`config.mk`:
```
export PLATFORM = sky130hd
export DESIGN_NAME = oddr_word_serializer
export DESIGN_NICKNAME = d
export VERILOG_FILES = /design/src/rtl/oddr_word_serializer_pkg.sv /design/src/rtl/oddr_word_serializer_word_hold_reg.sv /design/src/rtl/oddr_word_serializer.sv
export SDC_FILE = /design/constraint.sdc
export NUM_CORES = 1
export LEC_CHECK = 0
export ABC_AREA = 1
export BUFFER_PORTS_ARGS = -buffer_cell sky130_fd_sc_hd__buf_2
export CAP_MARGIN = 20
export CORE_MARGIN = 10
export CORE_UTILIZATION = 30
export CTS_CLUSTER_DIAMETER = 30
export DETAILED_ROUTE_END_ITERATION = 10
export HOLD_SLACK_MARGIN = 0.05
export PLACE_DENSITY = 0.55
export SLEW_MARGIN = 15
export SYNTH_ARGS = -nofsm -noshare
export SYNTH_HDL_FRONTEND = slang
export SYNTH_SLANG_ARGS = --single-unit
```
`constraint.sdc`:
```
create_clock -name C -period 1.55 [get_ports C]
set_input_delay 0.31 -clock C [delete_from_list [all_inputs] [get_ports C]]
set_output_delay 0.31 -clock C [all_outputs]
set_load 0.05 [all_outputs]
```
`src/rtl/oddr_word_serializer_pkg.sv`:
```
// Shared types and constants for the DDR word serializer and its companions.
package oddr_word_serializer_pkg;

  // Width of the LEAD/TAIL idle-cycle counter (covers 0..15).
  localparam int CNT_W = 4;

  // Serializer FSM state encodings.
  typedef enum logic [1:0] {
    ST_IDLE  = 2'd0,
    ST_LEAD  = 2'd1,
    ST_SHIFT = 2'd2,
    ST_TAIL  = 2'd3
  } state_t;

endpackage

```
`src/rtl/oddr_word_serializer_word_hold_reg.sv`:
```
// One-entry hold register with valid/ready on the input side and a load
// strobe from the consumer that empties it.
module word_hold_reg #(
  parameter int WIDTH = 8
) (
  input  logic             clk,
  input  logic             rst,
  input  logic [WIDTH-1:0] din,
  input  logic             dvalid,
  input  logic             load,
  output logic             dready,
  output logic             full,
  output logic [WIDTH-1:0] dout
);

  logic accept;

  // Ready is suppressed during reset so nothing is taken while the consumer restarts.
  assign dready = !full && !rst;
  assign accept = dvalid && dready;

  // Occupancy flag: set by an accept, cleared by a load; both never coincide.
  always_ff @(posedge clk) begin
    // NOTE: sequential state uses non-blocking assignments so every flop samples pre-edge values.
    if (rst) begin
      full <= 1'b0;
    end else if (accept) begin
      full <= 1'b1;
    end else if (load) begin
      full <= 1'b0;
    end
  end

  // Data storage, written only on accept.
  always_ff @(posedge clk) begin
    // NOTE: the data word is deliberately not reset; the full flag alone qualifies it.
    if (accept) begin
      dout <= din;
    end
  end

endmodule

```
`src/rtl/oddr_word_serializer.sv`:
```
// Parallel-to-DDR serializer: emits two bits per clock (MSB first) and drives
// the CE/T controls of the downstream DDR flop and tristate pad driver.
module oddr_word_serializer
  import oddr_word_serializer_pkg::*;
#(
  parameter int WIDTH = 8,
  parameter int LEAD  = 1,
  parameter int TAIL  = 1
) (
  input  logic             C,
  input  logic             R,
  input  logic [WIDTH-1:0] DIN,
  input  logic             DVALID,
  output logic             DREADY,
  output logic             D0,
  output logic             D1,
  output logic             CE,
  output logic             T,
  output logic             BUSY
);

  localparam int BEATS  = WIDTH / 2;
  localparam int BEAT_W = $clog2(BEATS);
  localparam logic [BEAT_W-1:0] BEAT_LAST = BEAT_W'(BEATS - 1);
  localparam logic [CNT_W-1:0]  LEAD_LAST = CNT_W'((LEAD > 0) ? LEAD - 1 : 0);
  localparam logic [CNT_W-1:0]  TAIL_LAST = CNT_W'((TAIL > 0) ? TAIL - 1 : 0);

  state_t             state, state_nx;
  logic [BEAT_W-1:0]  beat, beat_nx;
  logic [CNT_W-1:0]   cnt, cnt_nx;
  logic [WIDTH-1:0]   shifter, shift_nx;
  logic [WIDTH-1:0]   hold_data;
  logic               hold_full;
  logic               load;
  logic               d0_nx, d1_nx, t_nx;

  word_hold_reg #(.WIDTH(WIDTH)) u_hold (
    .clk    (C),
    .rst    (R),
    .din    (DIN),
    .dvalid (DVALID),
    .load   (load),
    .dready (DREADY),
    .full   (hold_full),
    .dout   (hold_data)
  );

  // Next-state, counter and shifter logic; outputs are derived from the next state.
  always_comb begin
    // NOTE: every variable gets a default first so no path infers a latch.
    state_nx = state;
    beat_nx  = beat;
    cnt_nx   = cnt;
    shift_nx = shifter;
    load     = 1'b0;

    case (state)
      ST_IDLE: begin
        if (hold_full) begin
          if (LEAD > 0) begin
            state_nx = ST_LEAD;
            cnt_nx   = '0;
          end else begin
            state_nx = ST_SHIFT;
            load     = 1'b1;
          end
        end
      end
      ST_LEAD: begin
        if (cnt == LEAD_LAST) begin
          state_nx = ST_SHIFT;
          load     = 1'b1;
        end else begin
          cnt_nx = cnt + CNT_W'(1);
        end
      end
      ST_SHIFT: begin
        if (beat == BEAT_LAST) begin
          // A word already held continues the burst gaplessly; a word
          // arriving on this very edge goes through TAIL (or IDLE) first.
          if (hold_full) begin
            load = 1'b1;
          end else if (TAIL > 0) begin
            state_nx = ST_TAIL;
            cnt_nx   = '0;
          end else begin
            state_nx = ST_IDLE;
          end
        end else begin
          beat_nx  = beat + BEAT_W'(1);
          shift_nx = {shifter[WIDTH-3:0], 2'b00};
        end
      end
      ST_TAIL: begin
        if (hold_full) begin
          state_nx = ST_SHIFT;
          load     = 1'b1;
        end else if (cnt == TAIL_LAST) begin
          state_nx = ST_IDLE;
        end else begin
          cnt_nx = cnt + CNT_W'(1);
        end
      end
      default: state_nx = ST_IDLE;
    endcase

    if (load) begin
      shift_nx = hold_data;
      beat_nx  = '0;
    end

    t_nx  = (state_nx == ST_IDLE);
    d0_nx = (state_nx == ST_SHIFT) ? shift_nx[WIDTH-1] : 1'b0;
    d1_nx = (state_nx == ST_SHIFT) ? shift_nx[WIDTH-2] : 1'b0;
  end

  // State, counters, shifter and registered pad-side outputs.
  always_ff @(posedge C) begin
    if (R) begin
      state   <= ST_IDLE;
      beat    <= '0;
      cnt     <= '0;
      shifter <= '0;
      D0      <= 1'b0;
      D1      <= 1'b0;
      CE      <= 1'b0;
      T       <= 1'b1;
      BUSY    <= 1'b0;
    end else begin
      state   <= state_nx;
      beat    <= beat_nx;
      cnt     <= cnt_nx;
      shifter <= shift_nx;
      D0      <= d0_nx;
      D1      <= d1_nx;
      CE      <= !t_nx;
      T       <= t_nx;
      BUSY    <= !t_nx;
    end
  end

endmodule

```
# Word level (Yosys, flattened, before mapping)
# Index checks and enable logic that the tools add are counted.
# classes
n_reduce_logical,15
n_mux,22
bitwise,2
n_eq_ne,10
addsub,2
# op_table
cell,n
$mux W8,3
$mux W4,5
$pmux W4 S4,1
$mux W2,6
$eq A2 B2 Y1 const B,4
$ne A2 B2 Y1 const B,4
$pmux W2 S4,1
$mux W1,5
$add A4 B1 Y4 const B,1
$logic_not A2 Y1,2
$logic_not A4 Y1,1
$pmux W1 S4,1
$reduce_and A2 Y1,2
$reduce_and A4 Y1,1
$reduce_bool A2 Y1,2
$reduce_or A2 Y1,2
$logic_not A1 Y1,3
$add A2 B1 Y2 const B,1
$eq A2 B1 Y1 const B,1
$logic_and A1 B1 Y1,2
$ne A2 B1 Y1 const B,1
$not A1 Y1,2
# totals
in_bits,11
register_bits,29
out_inout_bits,6
word_cells,62

# Longest topological paths before layout
# logic_depth
ltp_word,7
ltp_mapped,8

# By module
# A second synthesis with hierarchy kept.
# unflattened
cells_unflattened,153
area_unflattened_um2,1262.5
# by_module_without_submodules
mod,seq_area_each_um2,cells_each,instances,area_each_um2
oddr_word_serializer,400.4,137,1,972.2
word_hold_reg,260.2,16,1,290.3

# Worst setup path before layout
# Ideal clock, no wire load.
# synth_path
path_kind,flip-flop to flip-flop
from,reg u_hold.full
to,"reg u_hold.dout[0], enable pin"
slack_ns,-0.130
path_stages_with_launch,4
t_arrival_ns,1.356
synth_period_minus_slack_ns,1.680
n_path_buf,0
setup_time_ns,0.324
path_cell_list,dfxtp_1 nor2_1 nand2_1 inv_1
# synth_via
elab_chain_len,3
# synth_rtl
item,line,text
"start, declared",oddr_word_serializer_word_hold_reg.sv:12,"output logic full,"
"start signal, assigned",oddr_word_serializer_word_hold_reg.sv:26,full <= 1'b0;
"start signal, assigned",oddr_word_serializer_word_hold_reg.sv:28,full <= 1'b1;
"start signal, assigned",oddr_word_serializer_word_hold_reg.sv:30,full <= 1'b0;
$logic_not A1 Y1,oddr_word_serializer_word_hold_reg.sv:19,assign dready = !full && !rst;
$logic_and A1 B1 Y1,oddr_word_serializer_word_hold_reg.sv:19,
named net DREADY,oddr_word_serializer.sv:14,"output logic DREADY,"
$logic_and A1 B1 Y1,oddr_word_serializer_word_hold_reg.sv:20,assign accept = dvalid && dready;
named net u_hold.accept,oddr_word_serializer_word_hold_reg.sv:16,logic accept;
"end signal, assigned",oddr_word_serializer_word_hold_reg.sv:38,dout <= din;
"end, declared",oddr_word_serializer_word_hold_reg.sv:13,output logic [WIDTH-1:0] dout
# The timed path passes the listed nets, and every way through them passes these cells.
# A chain may end at the register's enable or synchronous reset.

# Worst setup path in the final report
# layout_path
from,reg cnt[0]
to,reg shifter[4]
# layout_via
elab_chain_len,5
elab_cells_between_ends,7
# layout_rtl
item,line,text
"start, declared",oddr_word_serializer.sv:30,"logic [CNT_W-1:0] cnt, cnt_nx;"
"start signal, assigned",oddr_word_serializer.sv:132,cnt <= cnt_nx;
$logic_not A4 Y1 (*),oddr_word_serializer.sv:70,if (cnt == LEAD_LAST) begin
$mux W1 (*),oddr_word_serializer.sv:70,
$pmux W1 S4 (*),oddr_word_serializer.sv:57,case (state)
$ne A2 B2 Y1 (no line) or $reduce_bool A2 Y1 (tied branches),--,
$reduce_and A2 Y1 (no line),--,
"end signal, assigned",oddr_word_serializer.sv:133,shifter <= shift_nx;
"end, declared",oddr_word_serializer.sv:31,"logic [WIDTH-1:0] shifter, shift_nx;"
# Mark *: on every way between the ends. The rest lies on a longest branch, timed or not.

==> summary.txt <==
Drt
  – WL/cell: 10.9 um
  – Vias: 1,013
  – Drc violations: 0
  – Initial DRC Count: 45
  – DRT antenna net count: 0
  – Drt first pass iters: 4
  – Vias/cell: 4.50
  – Final WL: 2.45 mm

STA
  – RSZ-0062 raised after global routing: no
  – Setup TNS: 0 ns
  – Final min period: 1.38 ns
  – Clock skew: 0.00542 ns
  – # setup viols final: 0
  – Rel. slew slack: 0.781
  – Fin crit share: 0.893
  – Final slew viol count: 0
  – Final Hold Fails: 0
  – Slew @ Worst Pin: 0.329 ns
  – Fmax: 0.722 GHz

Synth
  – Synthesized area per cell: 8.31 um2
  – Biggest area consumer among synthesized cells: dfxtp_1
  – Gate Count Post-Synth: 151
  – Syn Nets: 165
  – Yosys cell types: 22
  – Ys async rst share: 0
  – Ys Warns: 0
  – Count leader, synth: nand2_1
  – Ranking of synthesized cells by area: dfxtp_1 (33%), edfxtp_1 (19%), nand2_1 (12%)
  – Synthesized area: 1250 um2
  – Yosys top cell area share: 0.335
  – Register area share after synthesis: 0.526
  – Synth Register Bits: 29
  – Post-synth top cells: nand2_1 (40), dfxtp_1 (21), inv_1 (17)
  – Synth Flop Type: dfxtp_1
  – Post-synth EDFFs: 8

CTS
  – Hold-fix buffers at CTS: 0
  – CTS Buffer Depth: 2
  – H-tree levels: 2
  – Clock Sinks: 29
  – Total CTS buffers: 5
  – CTS tree: yes
  – Clock transition at the registers of the reported paths: 0.06 ns
  – Clock Latency Late Sink: 0.28 ns
  – Clock root buffer: clkbuf_8

Worst setup path
  – R2r setup slk: 0.17 ns
  – Critical path origin: cnt[0]
  – Worst Setup Path Type: flop to flop
  – Worst setup EP type: flop
  – Worst setup path end: shifter[4]
  – Terminus of the critical flop-to-flop path: shifter[4]
  – FF-to-FF path depth: 8
  – Crit start category: flop
  – Worst endpoint required time: 1.72 ns
  – Arr. time, crit path: 1.55 ns
  – Peak fanout along the critical path: 6
  – Reg2reg start: cnt[0]

Layout
  – Post-route cell area: 1520 um2
  – Area growth syn-to-layout: 20.9%
  – Seq. cell area: 663 um2
  – Layout Cells excl Fill: 225
  – Area of the multi-input gates: 498 um2
  – Core Util, Final: 0.377
  – Final net count: 188
  – Filler Cell Count: 410
  – Share of layout cells above drive strength 1: 0.240
  – # diodes: 0

Pwr
  – VDD IR max: 0.000660 V
  – P per Cell Area: 1950 nW/um2
  – P_leak: 0.000680 uW

Die
  – Cell Rows: 23
  – Die height: 84.7 um
  – Total die area: 7170 um2
  – I/O pin count: 17
  – Die span in x: 84.7 um
  – Initial core utilization: 0.311
  – Core Region: 4030 um2

Status
  – Status: complete, no violations

Global routing
  – Vias in the first global route: 1,038
  – GR Overflow Total: 0
  – First-pass GRT wire length: 4.31 mm
  – Initial antenna violation count: 0
  – Total global-route track usage: 0.0742
  – Pin count of the biggest net entering global routing: 16

Placement
  – PortBufs: 16
  – Cell Count Post-Placement: 217
  – Post-placement cell area: 1410 um2
  – RD Place Congestion: 0.801
  – Dpl hpwl: 1.83 mm

Flow run
  – Max cap viols: 0

Hold path
  – Min-delay worst type: primary input to flop
==> logic make-up after synthesis <==
kind of cell | share of synthesized area
buf+inv | 0.0857
simple gates | 0.276
flops | 0.526
compound gates | 0.0678
fa+ha+maj | 0.0299
xor+xnor | 0.0140
==> worst max-delay path, cell delays in order (launching register included) <==
cell     delay (ns)
dfxtp_2        0.34
inv_1          0.07
ha_1           0.20
nand4_2        0.18
nand2_2        0.16
buf_4          0.16
nand2_1        0.06
nand2_1        0.05
a21oi_1        0.06
==> stage by stage <==
stage          setup WS [ns]  hold WS (ns)  total power (uW)
6_report               0.165         0.201              2950
3_5_place_dp          0.0853         0.475              2290
4_1_cts               0.0577         0.189              2990
3_3_place_gp           0.141         0.450              2270
2_1_floorplan          0.126         0.379              2040
5_1_grt               0.0202         0.190              3200
==> flip-flops by register name, indices dropped and copies added (netlist names) <==
signal	count
D1	1
u_hold.full	1
u_hold.dout	8
cnt	4
D0	1
beat	2
BUSY	1
T	1
shifter	8
state	2
==> metal layers <==
layer / vias to the layer above / global-route usage / part of all wire
met2: 18 / 0.127 / 0.49
met5: - / 0 / 0
met4: 0 / 0.0314 / 0.015
met1: 456 / 0.0715 / 0.44
li1: 534 / - / -
met3: 5 / 0.0425 / 0.055
==> cells in the final DEF, fill, tap and decap left out, types with 3 or more instances in the layout <==
master,instances
clkbuf_8,7
a21oi_1,11
nand4_1,8
edfxtp_1,8
nand3_1,11
buf_4,6
ha_1,3
o21ai_0,3
dfxtp_1,19
nor2_1,11
nor2_2,3
nand2_1,38
buf_2,16
inv_1,17
==> what timing repair did <==
action                     in CTS  in global routing
gates resized for setup         0                  5
setup buffers                   0                  0
setup endpoints to repair       0                  7
==> layout make-up <==
type | count | share of cell area
clock buffer | 7 | 0.0635
clock inverter | 1 | 0.00330
multi-input combinational | 98 | 0.328
timing repair buffer | 22 | 0.0824
inverter | 18 | 0.0445
sequential | 29 | 0.437
tap | 50 | 0.0412
==> power breakdown <==
part	switching (uW)	internal [uW]	total, uW
Combinational	778	392	1170
Clock	273	400	673
Sequential	126	984	1110
Total	1180	1780	2950
==> worst min-delay path by stage <==
stage            start        endpoint  slack (ns)  cells after the start
3_5_place_dp   beat[1]         beat[1]        0.47                      2
4_1_cts         DIN[1]  u_hold.dout[1]        0.19                      1
5_1_grt         DIN[7]  u_hold.dout[7]        0.19                      1
2_1_floorplan        R          cnt[0]        0.38                      1
6_report        DIN[3]  u_hold.dout[3]        0.20                      1
3_3_place_gp   beat[1]         beat[1]        0.45                      2
No activity file was read; power rests on OpenSTA's default activity.
